### src/rtl/ym_i2s_tx.sv
// ym_i2s_tx: re-serializes the parallel stereo sample stream as Philips I2S.
// Ports:
//   AMCLK_i          audio master clock (only clock)
//   reset_n          synchronous active-low reset
//   APDATA_LEFT_i    signed left sample, I2S_DATA_BITS wide
//   APDATA_RIGHT_i   signed right sample, I2S_DATA_BITS wide
//   APDATA_VALID_i   one-cycle strobe qualifying the sample pair
//   I2S_BCK_o        bit clock, BCK_DIV AMCLK cycles per period, 50% duty
//   I2S_WS_o         word select, 0 = left, 1 = right (leads slot MSB by one BCK)
//   I2S_DATA_o       serial data, MSB first, zero-padded to SLOT_BITS
//   FRAME_START_o    one-cycle pulse with the first left MSB
//   REPEAT_CNT_o     saturating count of frames sent without a fresh sample
//   DROP_CNT_o       saturating count of samples overwritten before sending
module ym_i2s_tx #(
  parameter int unsigned I2S_DATA_BITS = 16,
  parameter int unsigned SLOT_BITS     = 32,
  parameter int unsigned BCK_DIV       = 4
) (
  input  logic                     AMCLK_i,
  input  logic                     reset_n,
  input  logic [I2S_DATA_BITS-1:0] APDATA_LEFT_i,
  input  logic [I2S_DATA_BITS-1:0] APDATA_RIGHT_i,
  input  logic                     APDATA_VALID_i,
  output logic                     I2S_BCK_o,
  output logic                     I2S_WS_o,
  output logic                     I2S_DATA_o,
  output logic                     FRAME_START_o,
  output logic [7:0]               REPEAT_CNT_o,
  output logic [7:0]               DROP_CNT_o
);

  localparam int unsigned FRAME_BITS = 2 * SLOT_BITS;
  localparam int unsigned BW         = $clog2(FRAME_BITS);
  localparam int unsigned DW         = $clog2(BCK_DIV);
  localparam int unsigned IW         = (I2S_DATA_BITS > 1) ? $clog2(I2S_DATA_BITS) : 1;

  localparam logic [DW-1:0] DIV_LAST = DW'(BCK_DIV - 1);
  localparam logic [DW-1:0] DIV_HALF = DW'(BCK_DIV / 2);
  localparam logic [BW-1:0] BIT_LAST = BW'(FRAME_BITS - 1);
  localparam logic [BW-1:0] WS_FIRST = BW'(SLOT_BITS - 1);
  localparam logic [BW-1:0] WS_LAST  = BW'(FRAME_BITS - 2);
  localparam logic [BW-1:0] SLOT_IDX = BW'(SLOT_BITS);
  localparam logic [BW-1:0] DATA_LEN = BW'(I2S_DATA_BITS);
  localparam logic [BW-1:0] MSB_IDX  = BW'(I2S_DATA_BITS - 1);

  logic [DW-1:0]            div_ctr;
  logic [BW-1:0]            bit_ctr;
  logic [I2S_DATA_BITS-1:0] hold_l, hold_r;
  logic [I2S_DATA_BITS-1:0] out_l, out_r;
  logic                     pending;

  logic                     load_c;
  logic                     data_c;
  logic [BW-1:0]            slot_idx;
  logic [BW-1:0]            rev_idx;

  // Last AMCLK cycle of the frame: the frame being started next takes the hold register.
  assign load_c = (div_ctr == DIV_LAST) && (bit_ctr == BIT_LAST);

  // Serial bit for the current bit_ctr; positions past the sample width pad with zero.
  always_comb begin
    data_c   = 1'b0;
    slot_idx = bit_ctr;
    if (bit_ctr >= SLOT_IDX) begin
      slot_idx = bit_ctr - SLOT_IDX;
    end
    rev_idx = MSB_IDX - slot_idx;
    if (slot_idx < DATA_LEN) begin
      data_c = (bit_ctr < SLOT_IDX) ? out_l[rev_idx[IW-1:0]] : out_r[rev_idx[IW-1:0]];
    end
  end

  // Timing counters, registered I2S outputs, hold/out registers and status counters.
  always_ff @(posedge AMCLK_i) begin
    if (!reset_n) begin
      div_ctr       <= '0;
      bit_ctr       <= '0;
      hold_l        <= '0;
      hold_r        <= '0;
      out_l         <= '0;
      out_r         <= '0;
      pending       <= 1'b0;
      I2S_BCK_o     <= 1'b0;
      I2S_WS_o      <= 1'b0;
      I2S_DATA_o    <= 1'b0;
      FRAME_START_o <= 1'b0;
      REPEAT_CNT_o  <= '0;
      DROP_CNT_o    <= '0;
    end else begin
      if (div_ctr == DIV_LAST) begin
        div_ctr <= '0;
        bit_ctr <= (bit_ctr == BIT_LAST) ? '0 : bit_ctr + BW'(1);
      end else begin
        div_ctr <= div_ctr + DW'(1);
      end

      // Outputs trail the counters by one cycle, so WS/DATA move with the BCK fall.
      I2S_BCK_o     <= (div_ctr >= DIV_HALF);
      I2S_WS_o      <= (bit_ctr >= WS_FIRST) && (bit_ctr <= WS_LAST);
      I2S_DATA_o    <= data_c;
      FRAME_START_o <= (div_ctr == '0) && (bit_ctr == '0);

      if (load_c) begin
        out_l <= hold_l;
        out_r <= hold_r;
        if (!pending && (REPEAT_CNT_o != 8'hFF)) begin
          REPEAT_CNT_o <= REPEAT_CNT_o + 8'd1;
        end
      end

      // A strobe on the load cycle is kept for the next frame and is not a drop.
      if (APDATA_VALID_i) begin
        hold_l  <= APDATA_LEFT_i;
        hold_r  <= APDATA_RIGHT_i;
        pending <= 1'b1;
        if (pending && !load_c && (DROP_CNT_o != 8'hFF)) begin
          DROP_CNT_o <= DROP_CNT_o + 8'd1;
        end
      end else if (load_c) begin
        pending <= 1'b0;
      end
    end
  end

endmodule

### config.mk
export PLATFORM = sky130hd
export DESIGN_NAME = ym_i2s_tx
export DESIGN_NICKNAME = d
export VERILOG_FILES = /design/src/rtl/ym_i2s_tx.sv
export SDC_FILE = /design/constraint.sdc
export NUM_CORES = 1
export LEC_CHECK = 0
export ABC_AREA = 1
export CAP_MARGIN = 20
export CORE_MARGIN = 5
export CORE_UTILIZATION = 33
export DETAILED_ROUTE_END_ITERATION = 8
export GPL_ROUTABILITY_DRIVEN = 0
export PLACE_DENSITY = 0.65
export SLEW_MARGIN = 20
export SYNTH_ARGS = -nofsm -noshare
export SYNTH_HDL_FRONTEND = slang
export SYNTH_SLANG_ARGS = --single-unit
### constraint.sdc
create_clock -name AMCLK_i -period 1.55 [get_ports AMCLK_i]
set_input_delay 0.465 -clock AMCLK_i [delete_from_list [all_inputs] [get_ports AMCLK_i]]
set_output_delay 0.465 -clock AMCLK_i [all_outputs]
set_load 0.01 [all_outputs]
==> impl_metrics.tcl, run 1 <==
set metrics [dict create \
    setup_viol_count_final 0 \
    final_nets 647 \
    vias_per_cell 4.65 \
    mappedNetlistNets 573 \
    drv_cap 0 \
    post_synth_inst_count 531 \
    max_freq_mhz 670 \
    clock_sinks 93 \
    synth.area.top_cells "dfxtp_1, nor2_1, o21ai_0" \
    timing.hold.ws_ns 0.441 \
    fin_util_pct 44.2 \
    yosys_register_bits 93 \
    clkLatencyLatePin_ns 0.33 \
    synthMostInstantiatedCell "nor2_1" \
    layout-area-overhead-vs-synth_pct 29.9 \
    num_io_pins 55 \
    worst_setup_path_start_kind "flop" \
    finalCriticalPeriod_ns 1.49 \
    dpl_worst_slack_ns -0.113 \
    drc 0 \
    synth.cell_area_mm2 0.00394 \
    post_synth_num_cell_types 35 \
    share_clk_of_total_power_pct 40.3 \
    timing.hold.worst.class "flop to flop" \
    setup_total_negative_slack_ns 0 \
    final_max_slew_viol_count 0 \
    share_of_cells_above_drive_strength_1_pct 14.3 \
    final_antenna_net_count 0 \
    core_area_mm2 0.0116 \
    hold_end "div_ctr[0]" \
    seq_power_share_pct 51.2 \
    finalClockSkew_ns 0.00562 \
    max-vdd-ir-drop_mv 0.412 \
    post-synth-top-area-fraction_pct 47.3 \
    clock_tree.htree_level_count 3 \
    grt_pass1_vias 3565 \
    critPathLaunch "REPEAT_CNT_o[3]" \
    final_critical_path_setup_slack_ns 0.0582 \
    clock_tree.root_cell "clkbuf_16" \
    synthFlopType "dfxtp_1" \
    synth_sequential_area_ratio_pct 47.3 \
    run_status "finished, final reports clean" \
    worstSetupEndpointType "primary output" \
    maximum_number_of_pins_on_one_net_before_global_route_repair 38 \
    pwr-share-comb_pct 8.5 \
    routed-via-count 3496 \
    max-slew-margin-rel_pct 82.9 \
    crit_cells 1 \
    powerDensity_mw_per_mm2 960 \
    cts_buffers 9 \
    worstPathArrival_ns 1.03 \
    crit_path_max_fanout 5 \
    synth-async-reset-ratio_pct 0 \
    hpwlAfterDp_um 6500 \
    die_h_um 119 \
    grt_antenna_before_repair 0 \
    holdPathStages 1 \
    synth_commonest_cells "nor2_1, dfxtp_1, nand2_1" \
    synth_enable_flop_cells 0 \
    cp_slowest_cell "dfxtp_1" \
    period_share_pct 96.2 \
    design.die.area_mm2 0.0142 \
    grt_usage_pct 13.1 \
    yosysWarnings 0 \
    power.share.switching_pct 22.8 \
    cp.buffers_inverters 1 \
    global_route_wire_length_before_repair_um 15600 \
    core.rowCount 39 \
    ant_diodes 0 \
    path_cells "dlygate4sd2_1" \
    cts_tree "done" \
    synth_top_area_cell "dfxtp_1" \
    detail_route.wl_per_cell_um 11.9 \
    clk_path_buf_depth 2 \
    first_pass_iters 4 \
    r2r_end "REPEAT_CNT_o[4]" \
    clock_edge_transition_at_the_registers_on_the_reported_setup_and_hold_paths_ns 0.06 \
    detail_route.wirelength_um 8970 \
    crit_path_required_time_ns 1.08 \
    timing.hold.worst.start "div_ctr[0]" \
    grt-ovfl-total 0 \
    cpPeakStageDelay_ns 0.40 \
    port_buffers 54 \
    timing_worst_setup_path_type "flop to primary output" \
    drtIter0Drc 191 \
    cell_family_contributing_the_most_delay_on_the_critical_path "flip-flops" \
    initial_util_pct 34.0 \
    synth.avg_cell_area_um2 7.42 \
    p_int_mw 3.79 \
    worst_pin_slew_ns 0.254 \
    rr_worst_depth 10 \
    p_leak_nw 2.14 \
    p_switching_mw 1.12 \
    report.final.hold_viol_count 0 \
    die_w_um 119 \
    minimum_setup_slack_among_reg_to_reg_paths_ns 0.09 \
    cts.hold.buffers_added 0 \
    reg2reg_from "bit_ctr[0]" \
]
final cells by class:
| cell class | count | area [um2] |
|---|---|---|
| Timing Repair inverter | 1 | 7.51 |
| Timing Repair Buffer | 90 | 801 |
| Clock inverter | 4 | 25.0 |
| Clock buffer | 11 | 243 |
| Multi-Input combinational cell | 367 | 1820 |
| Inverter | 43 | 171 |
| Fill cell | 1164 | 6450 |
| Tap cell | 143 | 179 |
| Sequential cell | 93 | 1870 |
layer usage:
layer	up-vias	share of wire, %	GRT usage (%)
met2	45	50	23.0
met5	-	0	0
li1	1849	-	-
met3	9	2.3	2.51
met1	1593	46	15.8
met4	0	1.5	4.78
power by group through the flow:
stage	clock network [mW]	registers, mW	logic (mW)
final	1.98	2.52	0.416
after CTS	2.04	2.51	0.412
after global placement	0	2.56	0.408
after detailed placement	0	2.56	0.418
after floorplan	0	2.56	0.216
after global routing	2.15	2.53	0.478
cell usage in the layout, fill, tap and decap left out, types with 2 or more instances in the layout:
cell             count
ha_4                 2
o21ai_1              4
clkinv_2             3
a21oi_1             34
o21ai_0             65
clkbuf_16            9
ha_1                 3
o211ai_1             6
dlygate4sd2_1       20
nor2_4               2
nor2_1             116
inv_1               37
nand2_1             76
xnor2_1              2
clkinv_1             2
xor2_1               6
nand3_2              3
inv_4                2
nand3_1             19
clkdlybuf4s50_1     33
buf_4               33
nand2_2              6
nor3_1               5
clkinvlp_4           4
ha_2                 2
dfxtp_2              6
buf_6                2
dfxtp_1             86
a21oi_2              4
cell families after synthesis:
family / after synthesis / share of synthesized area [%]
and+or+nand+nor: 233 / 25.0
AOI/OAI and AO/OA: 119 / 16.2
DFF: 93 / 47.3
buffers and inverters: 71 / 7.50
xor gates and xnor gates: 8 / 1.78
adders and majority gates: 7 / 2.22
worst max-delay path by stage:
stage                                 end  slack [ns]
after floorplan           REPEAT_CNT_o[3]        0.09
after global routing        DROP_CNT_o[3]       -0.03
after detailed placement    DROP_CNT_o[6]       -0.11
after global placement      DROP_CNT_o[5]       -0.09
final                     REPEAT_CNT_o[3]        0.06
after CTS                 REPEAT_CNT_o[1]      -0.006
state kept, by name, indices dropped and copies added (netlist names), 2 cells and up:
signal and cells:
REPEAT_CNT_o 8, out_r 16, hold_r 16, DROP_CNT_o 8, bit_ctr 6, div_ctr 2
out_l 16, hold_l 16
metrics by stage:
step / total power, mW / cell area, um2 / cells
finish: 4.91 / 5110 / 752
global route: 5.15 / 5110 / 752
CTS: 4.96 / 5010 / 746
detailed placement: 2.98 / 4770 / 731
global placement: 2.97 / 4770 / 731
floorplan: 2.78 / 3940 / 531
what timing repair did:
| item | in CTS | in global routing |
|---|---|---|
| setup buffers | 0 | 5 |
| gates resized for setup | 22 | 24 |
| endpoints found under the setup margin | 23 | 41 |
| pin swaps | 0 | 3 |
| cloned | 0 | 1 |
(Power assumes the default switching activity.)
==> run 2: changes to the inputs <==
Settings changed: CORE_MARGIN 5 to unset, CTS_CLUSTER_SIZE set to 12.
==> impl_metrics.tcl, run 2 (synthesis results as in run 1) <==
set metrics [dict create \
    clock_sinks 93 \
    layout.cells.most_common "nor2_1" \
    max_freq_mhz 656 \
    rr_worst_depth 6 \
    finalCriticalPeriod_ns 1.53 \
    run_status "complete, but fails checks" \
    initial_util_pct 34.2 \
    timing.hold.worst.start "out_l[5]" \
    setup_viol_count_final 0 \
    drtIter0Drc 135 \
    detail_route.wl_per_cell_um 11.9 \
    core.rowCount 39 \
    worst_setup_path_start_kind "flop" \
    clkLatencyLatePin_ns 0.34 \
    hpwlAfterDp_um 6180 \
    dpl.cell_count 727 \
    worst_pin_slew_ns 0.285 \
    grt-ovfl-total 0 \
    grt_setup_unrepaired "true" \
    first_pass_iters 6 \
    cts_tree "done" \
    final_nets 644 \
    period_share_pct 98.4 \
    r2r_end "REPEAT_CNT_o[1]" \
    timing.hold.worst.class "flop to flop" \
    die_h_um 111 \
    final_antenna_net_count 0 \
    share_clk_of_total_power_pct 44.8 \
    clk_path_buf_depth 2 \
    final_max_slew_viol_count 0 \
    max-vdd-ir-drop_mv 0.420 \
    holdPathStages 2 \
    die_w_um 111 \
    report.final.hold_viol_count 0 \
    clock_tree.root_cell "clkbuf_16" \
    p_leak_nw 2.19 \
    p_int_mw 4.14 \
    layout-area-overhead-vs-synth_pct 32.7 \
    ant_diodes 0 \
    detail_route.wirelength_um 8940 \
    seq_area_mm2 0.00189 \
    port_buffers 54 \
    post_layout_nonfiller_instances 750 \
    path_cells "ha_4, nand4_1, o21ai_4, clkinvlp_4, nor2_1, nor2_1" \
    reg2reg_from "REPEAT_CNT_o[1]" \
    layout_common_cells "nor2_1, dfxtp_1, nand2_1" \
    hold_end "out_l[5]" \
    drc 2 \
    clock_tree.htree_level_count 3 \
    worstPathArrival_ns 1.76 \
    p_switching_mw 1.17 \
    postPlaceCellArea_mm2 0.00476 \
    n_fill_cell 1142 \
    powerDensity_mw_per_mm2 1020 \
    timing_worst_setup_path_type "flop to flop" \
    path_common_cell "nor2_1" \
    crit_path_required_time_ns 1.78 \
    failing_checks "DRC" \
    vias_per_cell 4.78 \
    cp_slowest_cell "dfxtp_4" \
    core_area_mm2 0.0115 \
    postLayoutCellArea_mm2 0.00523 \
    share_of_cells_above_drive_strength_1_pct 15.7 \
    finalClockSkew_ns 0.00861 \
    routed-via-count 3584 \
    grt_antenna_before_repair 0 \
    grt_usage_pct 14.8 \
    max-slew-margin-rel_pct 80.9 \
    crit_path_max_fanout 6 \
    clock_edge_transition_at_the_registers_on_the_reported_setup_and_hold_paths_ns 0.06 \
    maximum_number_of_pins_on_one_net_before_global_route_repair 41 \
    worstSetupEndpointType "flop" \
    cpPeakStageDelay_ns 0.37 \
    design.die.area_mm2 0.0124 \
    multi_input_comb_area_mm2 0.00185 \
    num_io_pins 55 \
    power.share.switching_pct 22.1 \
    drv_cap 0 \
    grt_pass1_vias 3448 \
    minimum_setup_slack_among_reg_to_reg_paths_ns 0.02 \
    cts_buffers 9 \
    global_route_wire_length_before_repair_um 14900 \
    seq_power_share_pct 47.3 \
    pwr-share-comb_pct 7.9 \
]
==> run 2: cell count changes in the layout (fill, tap and decap cells not counted), sizes merged <==
cell           delta
buf               -5
clkinv            +1
clkinvlp          -1
clkdlybuf4s15     +1
dlygate4sd2       -1
inv               +1
bufinv            +2
==> run 2: repair_timing <==
item / in CTS / in global routing
cloned: 1 / 2
setup buffers: 1 / 4
hold buffers: 0 / 0
resized for setup: 32 / 27
pin swaps: 2 / 9
endpoints found under the setup margin: 26 / 29
==> run 2: routing by layer <==
metal  up-vias  part of all wire (%)  GRT usage [%]
met1      1676                    45           16.9
met3        14                   2.5           2.30
met2        44                    51           26.5
met4         0                   1.9           7.48
met5         -                     0              0
li1       1850                     -              -
==> run 2: stage by stage <==
stage | total power, mW | TNS [ns] | hold slack, ns | util, % | setup WS [ns]
global route | 5.52 | -0.133 | 0.480 | 45.4 | -0.0702
floorplan | 2.78 | 0 | 0.417 | - | 0.0866
CTS | 5.35 | -0.0310 | 0.451 | 44.3 | -0.0294
finish | 5.31 | 0 | 0.451 | 45.4 | 0.0249
global placement | 2.97 | -4.30 | 0.438 | 41.3 | -0.123
detailed placement | 2.98 | -4.98 | 0.441 | 41.3 | -0.173
==> run 2: critical path: cells and delay by family (launching register included) <==
kind	cells	cell delay, ns
adder cells (fa/ha/maj)	1	0.13
flip-flops	1	0.37
buffers and inverters	1	0.24
AND/OR/NAND/NOR	3	0.35
AO/OA/AOI/OAI	1	0.33
==> run 2: cell type report <==
| class | instances | share of cell area [%] |
|---|---|---|
| repair buffers | 85 | 15.0 |
| flip-flops and latches | 93 | 36.1 |
| multi-input cells | 367 | 35.5 |
| clock buffers | 11 | 4.65 |
| repair inverters | 3 | 0.383 |
| well taps | 143 | 3.42 |
| clock inverters | 5 | 1.58 |
| inverters | 43 | 3.30 |
==> run 2: worst max path at each step <==
| stage | startpoint | end | slack [ns] | cells past startpoint |
|---|---|---|---|---|
| detailed placement | APDATA_VALID_i | hold_r[3] | -0.17 | 5 |
| CTS | REPEAT_CNT_o[3] | REPEAT_CNT_o[1] | -0.03 | 7 |
| global route | REPEAT_CNT_o[1] | REPEAT_CNT_o[1] | -0.07 | 6 |
| finish | REPEAT_CNT_o[1] | REPEAT_CNT_o[1] | 0.02 | 6 |
| global placement | APDATA_VALID_i | hold_l[2] | -0.12 | 5 |
| floorplan | div_ctr[1] | REPEAT_CNT_o[3] | 0.09 | 11 |
==> run 2: power groups by stage <==
stage               Combinational, mW  Sequential (mW)  Clock [mW]
floorplan                       0.216             2.56           0
global placement                0.409             2.56           0
finish                          0.421             2.51        2.38
CTS                             0.412             2.51        2.43
detailed placement              0.416             2.56           0
global route                    0.477             2.52        2.53
==> run 3: changes to the inputs <==
Settings changed: REMOVE_ABC_BUFFERS set to 1.
==> impl_metrics.tcl, run 3 (synthesis results as in run 1) <==
set metrics [dict create \
    port_buffers 54 \
    grt_setup_unrepaired "true" \
    hpwlAfterDp_um 5800 \
    worstPathArrival_ns 1.04 \
    first_pass_iters 6 \
    layout_common_cells "nor2_1, dfxtp_1, nand2_1" \
    clkLatencyLatePin_ns 0.34 \
    final_max_slew_viol_count 0 \
    layout-area-overhead-vs-synth_pct 31.6 \
    clock_tree.htree_level_count 3 \
    cp_slowest_cell "dfxtp_1" \
    setup_viol_count_final 0 \
    detail_route.wl_per_cell_um 11.3 \
    drc 4 \
    grt_pass1_vias 3267 \
    met1_usage_pct 16.6 \
    r2r_end "out_r[7]" \
    reg2reg_from "bit_ctr[0]" \
    max-slew-margin-rel_pct 78.9 \
    grt_usage_pct 14.0 \
    die_h_um 111 \
    clock_tree.root_cell "clkbuf_16" \
    groute.layer.met3.usage_pct 3.01 \
    minimum_setup_slack_among_reg_to_reg_paths_ns 0.07 \
    timing.hold.worst.class "flop to flop" \
    clock_sinks 93 \
    design.die.area_mm2 0.0124 \
    crit_path_max_fanout 4 \
    p_leak_nw 2.18 \
    max-vdd-ir-drop_mv 0.383 \
    report.final.hold_viol_count 0 \
    path_cells "dlygate4sd2_1" \
    routed-via-count 3442 \
    cts_tree "done" \
    post_layout_nonfiller_instances 747 \
    finalClockSkew_ns 0.00573 \
    cpPeakStageDelay_ns 0.39 \
    timing_worst_setup_path_type "flop to primary output" \
    vias_per_cell 4.61 \
    crit_path_required_time_ns 1.08 \
    holdPathStages 2 \
    cts_buffers 9 \
    num_io_pins 55 \
    worstSetupEndpointType "primary output" \
    grt_antenna_before_repair 0 \
    powerDensity_mw_per_mm2 1030 \
    max_freq_mhz 666 \
    maximum_number_of_pins_on_one_net_before_global_route_repair 41 \
    initial_util_pct 34.2 \
    hold_end "out_r[3]" \
    share_of_cells_above_drive_strength_1_pct 13.7 \
    dpl_worst_slack_ns -0.203 \
    detail_route.wirelength_um 8480 \
    period_share_pct 96.9 \
    global_route.peak_usage_layer "met2" \
    core_area_mm2 0.0115 \
    cell_family_contributing_the_most_delay_on_the_critical_path "flip-flops" \
    worst_pin_slew_ns 0.316 \
    worst_setup_path_start_kind "flop" \
    grt-ovfl-total 0 \
    ant_diodes 0 \
    drtIter0Drc 199 \
    cp.buffers_inverters 1 \
    timing.hold.worst.start "out_r[3]" \
    dpl.cell_count 726 \
    finalCriticalPeriod_ns 1.50 \
    clock_edge_transition_at_the_registers_on_the_reported_setup_and_hold_paths_ns 0.06 \
    met2_usage_pct 24.2 \
    layout.cells.most_common "nor2_1" \
    clk_path_buf_depth 2 \
    failing_checks "DRC" \
    rr_worst_depth 8 \
    final_nets 641 \
    final_critical_path_setup_slack_ns 0.0477 \
    drv_cap 0 \
    core.rowCount 39 \
    run_status "complete, but fails checks" \
    global_route_wire_length_before_repair_um 14100 \
    final_antenna_net_count 0 \
    die_w_um 111 \
]
-- run 3: cell types whose count changed in the layout (fill, tap and decap cells not counted), sizes merged --
cell,change
clkdlybuf4s15,-1
buf,-1
clkinv,-4
inv,+2
dlygate4sd2,+1
-- run 3: area by class of cell --
class / instances / area [um2]
clock inverter: 6 / 93.8
multi-input combinational: 367 / 1800
timing repair buffer: 85 / 831
clock buffer: 10 / 239
inverter: 43 / 174
fill: 1144 / 6330
tap: 143 / 179
sequential: 93 / 1870
-- run 3: through the flow --
step                      setup TNS [ns]  area (um2)  hold WS (ns)  util (%)  power, mW
final                                  0        5180         0.449      45.0       5.32
after global routing             -0.0204        5180         0.475      45.0       5.54
after CTS                              0        5100         0.454      44.3       5.38
after detailed placement           -6.91        4770         0.442      41.4       2.98
after global placement             -5.73        4770         0.439      41.4       2.97
after floorplan                   -15.41        3810         0.417         -       2.74
-- run 3: worst max path at each step --
| stage | start | endpoint | cells after the start | slack (ns) |
|---|---|---|---|---|
| 4_1_cts | bit_ctr[1] | out_l[5] | 8 | 0.01 |
| 3_5_place_dp | APDATA_VALID_i | hold_r[4] | 4 | -0.20 |
| 3_3_place_gp | APDATA_VALID_i | hold_r[4] | 4 | -0.17 |
| 5_1_grt | bit_ctr[0] | I2S_DATA_o | 9 | -0.02 |
| 6_report | REPEAT_CNT_o[0] | REPEAT_CNT_o[0] | 1 | 0.05 |
| 2_1_floorplan | bit_ctr[0] | REPEAT_CNT_o[2] | 10 | -0.53 |
-- run 3: repair_timing --
action	4_1_cts	5_1_grt
setup endpoints to repair	22	37
resized for setup	26	19
buffers inserted	2	2
pin swaps	0	1
cloned	0	1
endpoints found under the hold margin	0	0
hold buffers	0	0
-- run 3: where the power goes --
group	internal, mW	switching, mW
registers	2.47	0.0374
logic	0.207	0.209
clock network	1.47	0.925
total	4.15	1.17
-- run 3: layer usage --
metal | routed length [um] | vias up | part of all wire [%]
met5 | 0 | - | 0
met4 | 142 | 0 | 1.7
met3 | 286 | 10 | 3.4
met2 | 3970 | 51 | 47
met1 | 4080 | 1539 | 48
li1 | - | 1842 | -
